--- config.mk ---
export PLATFORM = sky130hd
export DESIGN_NAME = rom_wb_arbiter
export DESIGN_NICKNAME = d
export VERILOG_FILES = /design/src/rtl/rom_wb_arbiter.sv
export SDC_FILE = /design/constraint.sdc
export NUM_CORES = 1
export LEC_CHECK = 0
export BUFFER_PORTS_ARGS = -buffer_cell sky130_fd_sc_hd__buf_4
export CORE_AREA = 3 3 101 103
export DETAILED_ROUTE_END_ITERATION = 16
export DIE_AREA = 0 0 104 106
export GPL_ROUTABILITY_DRIVEN = 0
export GPL_TIMING_DRIVEN = 0
export HOLD_SLACK_MARGIN = 0.12
export MAX_ROUTING_LAYER = met4
export SETUP_SLACK_MARGIN = 0.4
export SYNTH_ARGS = -nofsm -noshare
export SYNTH_HDL_FRONTEND = slang
export SYNTH_SLANG_ARGS = --single-unit
--- constraint.sdc ---
create_clock -name clk_i -period 2.2 [get_ports clk_i]
set_clock_uncertainty 0.15 [all_clocks]
set_input_delay 0.22 -clock clk_i [delete_from_list [all_inputs] [get_ports clk_i]]
set_output_delay 0.22 -clock clk_i [all_outputs]
set_load 0.03 [all_outputs]
--- src/rtl/rom_wb_arbiter.sv ---
// Two-master round-robin Wishbone arbiter in front of the boot ROM.
// Writes are refused with err; a BUSY cycle the ROM never acks is aborted with err.
module rom_wb_arbiter #(
  parameter int AW      = 13,
  parameter int DW      = 32,
  parameter int TIMEOUT = 15
) (
  input  logic          clk_i,
  input  logic          rst_ni,
  input  logic          m0_cyc_i,
  input  logic          m0_stb_i,
  input  logic          m0_we_i,
  input  logic [AW+1:2] m0_adr_i,
  input  logic [3:0]    m0_sel_i,
  input  logic [DW-1:0] m0_dat_i,
  output logic [DW-1:0] m0_dat_o,
  output logic          m0_ack_o,
  output logic          m0_err_o,
  input  logic          m1_cyc_i,
  input  logic          m1_stb_i,
  input  logic          m1_we_i,
  input  logic [AW+1:2] m1_adr_i,
  input  logic [3:0]    m1_sel_i,
  input  logic [DW-1:0] m1_dat_i,
  output logic [DW-1:0] m1_dat_o,
  output logic          m1_ack_o,
  output logic          m1_err_o,
  output logic          s_cyc_o,
  output logic          s_stb_o,
  output logic          s_we_o,
  output logic [AW+1:2] s_adr_o,
  output logic [3:0]    s_sel_o,
  output logic [DW-1:0] s_dat_o,
  input  logic [DW-1:0] s_dat_i,
  input  logic          s_ack_i
);

  typedef enum logic [2:0] {IDLE, BUSY0, BUSY1, ERR0, ERR1} state_t;

  state_t     state;
  logic       last_grant;
  logic [7:0] cnt;

  logic req0, req1, busy, sel1, breq, tmo, timeout_now;

  assign req0        = m0_cyc_i & m0_stb_i;
  assign req1        = m1_cyc_i & m1_stb_i;
  assign busy        = (state == BUSY0) || (state == BUSY1);
  assign sel1        = (state == BUSY1);
  assign breq        = sel1 ? req1 : req0;
  assign tmo         = (cnt == 8'(TIMEOUT - 1));
  // A slave ack in the final counted cycle takes precedence over the timeout.
  assign timeout_now = busy & breq & ~s_ack_i & tmo;

  always_ff @(posedge clk_i) begin
    if (!rst_ni) begin
      state      <= IDLE;
      last_grant <= 1'b1;
      cnt        <= '0;
    end else begin
      case (state)
        IDLE: begin
          cnt <= '0;
          if (req0 && (!req1 || last_grant)) begin
            state <= m0_we_i ? ERR0 : BUSY0;
          end else if (req1) begin
            state <= m1_we_i ? ERR1 : BUSY1;
          end
        end
        BUSY0, BUSY1: begin
          if (!breq) begin
            state <= IDLE;
          end else if (s_ack_i || tmo) begin
            state      <= IDLE;
            last_grant <= sel1;
          end else begin
            cnt <= cnt + 8'd1;
          end
        end
        ERR0: begin
          state      <= IDLE;
          last_grant <= 1'b0;
        end
        ERR1: begin
          state      <= IDLE;
          last_grant <= 1'b1;
        end
        default: state <= IDLE;
      endcase
    end
  end

  always_comb begin
    s_cyc_o  = 1'b0;
    s_stb_o  = 1'b0;
    s_we_o   = 1'b0;
    s_adr_o  = '0;
    s_sel_o  = '0;
    s_dat_o  = '0;
    m0_dat_o = '0;
    m0_ack_o = 1'b0;
    m0_err_o = 1'b0;
    m1_dat_o = '0;
    m1_ack_o = 1'b0;
    m1_err_o = 1'b0;

    // The bus is only driven while the granted master still requests.
    if (busy && breq) begin
      s_cyc_o = ~timeout_now;
      s_stb_o = ~timeout_now;
      s_we_o  = sel1 ? m1_we_i  : m0_we_i;
      s_adr_o = sel1 ? m1_adr_i : m0_adr_i;
      s_sel_o = sel1 ? m1_sel_i : m0_sel_i;
      s_dat_o = sel1 ? m1_dat_i : m0_dat_i;
    end

    case (state)
      BUSY0: begin
        m0_dat_o = s_dat_i;
        m0_ack_o = s_ack_i & req0;
        m0_err_o = timeout_now;
      end
      BUSY1: begin
        m1_dat_o = s_dat_i;
        m1_ack_o = s_ack_i & req1;
        m1_err_o = timeout_now;
      end
      ERR0:    m0_err_o = req0;
      ERR1:    m1_err_o = req1;
      default: ;
    endcase
  end

endmodule

==> out/qor.csv <==
metric,value,unit
Worst path most repeated cell,buf_6,
final hold violation count,0,
WHS Path Cells,3,
WHS,168,ps
core area,9280,um^2
crit path kind,flip-flop to output pin,
Placed Instance Area,4670,um^2
Min-Delay Path Class,input pin to flip-flop,
Final #Nets,802,
Routed WL per cell,16.7,um
worst slew margin relative to its limit,69.9,%
vias per cell,4.64,
nature of the critical path endpoint,output pin,
Final Instance Area,6250,um^2
share of flip-flops with an asynchronous set or reset,0,%
Pre-antenna DRT Iters,4,
largest net degree at the start of global routing,11,
status,finished with violations,
layout filler cell count,767,
Final min period,2470,ps
Syn. warnings,0,
RSZ-0062 raised after global routing,yes,
"most common cell after layout, fill and taps aside",buf_4,
Max VDD drop,0.182,mV
IO buf count,258,
Fmax,0.405,GHz
clock slew at reported path FFs,60,ps
"Clk Latency, worst-skew pair",250,ps
reg2reg setup slack,-130,ps
Num CTS Buffers,3,
largest area contributor in the netlist,nand2_1,
die width,104,um
Critical Path RT,1830,ps
Pwr Density,261,nW/um^2
clk buf depth,2,
failing checks,negative setup slack,
Synth-to-Final Area Change,213,%
Antenna diodes,0,
Post-DRT Antenna Nets,0,
syn nets,489,
Root Driver,clkbuf_8,
top cell type's share of synthesized area,21.8,%
CTS HTree Levels,1,
crit path from,state[0],
HP Start,rst_ni,
all-layer global routing usage,23.0,%
CTS tree,yes,
first-pass GRT wire length,20300,um
Iter 0 DRT Violations,109,
Critical Path Fanout Max,6,
Pins Over Slew Limit,0,
MaxCap Viol Count,0,
setup ws final,-267,ps
worst-path cell chain,buf_6 > or3b_4 > buf_6 > mux2i_4 > nand2_4 > clkbuf_16 > nor2_4 > buf_6 > buf_6,
Worst Setup Start Kind,flip-flop,
"EDFF count, synth",0,
top_reg_cell synth,dfxtp_1,
fin crit share,112,%
die height,106,um
area of the multi-input gates,2490,um^2
DP HPWL,9480,um
FF-to-FF path depth,10,
via count,3661,
crit path DAT,2100,ps
I/O pin total,259,
vias in the first global route,3877,
initial antenna violation count,0,
DRC viols,0,
RR Startpoint,state[0],
share of layout cells above drive strength 1,73.6,%
#FFs+latches synth,12,
LEAKAGE,0.00288,uW
sequential share of the synthesized area,12.0,%
Total Wirelength,13200,um
Crit-path slowest cell,or3b_4,
clock sinks,12,
"Endpoint, Worst Hold",cnt[7],
Mapped Cells,348,
synthesized area,2000,um^2
Final Setup Violations,80,
pin slew with the least headroom to its limit,450,ps
grt ovf,0,
largest cells by area after synthesis,"nand2_1 (22%), and2_1 (21%), a21oi_1 (13%), dfxtp_1 (12%), clkbuf_1 (4.7%)",
worst stage delay on the critical path,360,ps
most frequent cells in the layout,"buf_4 (167), buf_6 (131), nand2_1 (115), and2_4 (58), a21oi_4 (46)",
Die Area,11000,um^2
initial core utilization,21.5,%
post-place setup slack,-221,ps
Netlist cell types,42,
Setup TNS,-12450,ps
Crit Reg-Reg Endpoint,cnt[6],
syn avg cell area,5.73,um^2
register area,255,um^2
Rows,35,
## flip-flops by register name (all words and copies together), names as in the netlist
name and flops:
state 3, cnt 8, last_grant 1
## worst max path at each step
stage                   to  slack, ps  depth (start not counted)
2_1_floorplan      s_stb_o        -20                          8
3_3_place_gp   s_dat_o[28]       -220                          8
3_5_place_dp    s_dat_o[0]       -220                          7
4_1_cts            s_stb_o       -260                          9
5_1_grt            s_stb_o       -330                          9
6_report           s_stb_o       -270                          9
## cells by family (layout without fill, tap and decap cells)
family          count (synthesis)  count (layout)  synth area share [%]
simple gates                  222             223                  54.2
flops                          12              12                  12.0
compound gates                 78              78                  24.3
xor+xnor                        1               1                 0.439
buf+inv                        32             343                  6.65
fa+ha+maj                       2               2                  1.25
mux                             1               1                  1.13
## what timing repair did
action / in CTS / in global routing
pin swaps: 33 / 9
endpoints found under the hold margin: 1 / 0
hold buffers: 1 / 0
cloned: 11 / 1
resized for setup: 274 / 24
endpoints found under the setup margin: 129 / 130
buffers inserted: 32 / 5
## stage by stage
step                      total power, uW  util, %  std cells
after CTS                            1610     65.7        783
after global routing                 1720     67.3        789
after detailed placement             1090     50.3        735
after global placement               1070     50.3        735
after floorplan                       713        -        348
final                                1630     67.3        789
## per-layer routing
layer	vias up	global-route usage, %	wire [um]
met5	-	-	0
met4	0	5.41	172
met3	15	3.89	840
met2	171	43.4	7160
met1	1693	25.3	5000
li1	1782	-	-
## cells in the mapped netlist, types with 2 or more instances
cell type and n:
nand2_1 116, and2_1 66, a21oi_1 53, clkbuf_1 25, dfxtp_1 12, nor2_1 12
and3_1 5, nor3_1 5, inv_1 4, nand3_1 4, nand4_1 3, o21ai_0 3
o221a_1 3, o31ai_2 3, a21o_1 2, ha_1 2, nor4_1 2, o211ai_1 2
o21a_1 2, o221ai_1 2
## cell type report
class | count | area share (%)
Timing Repair Buffer | 307 | 46.4
Multi-Input combinational cell | 305 | 39.9
Buffer | 28 | 5.84
Sequential cell | 12 | 4.08
Tap cell | 129 | 2.58
Clock buffer | 4 | 0.881
Inverter | 4 | 0.280
## where the power goes
part / switching (uW) / internal [uW]
sequential: 3.59 / 218
combinational: 573 / 578
clock: 99.9 / 159
total: 676 / 955
## critical path, delay by kind of cell, from the launching register on
family,cells,cell delay [ps]
DFF,1,320
and+or+nand+nor,3,630
muxes,1,210
buffers and inverters,5,690
Note: power is estimated with default switching activity, not from simulation.
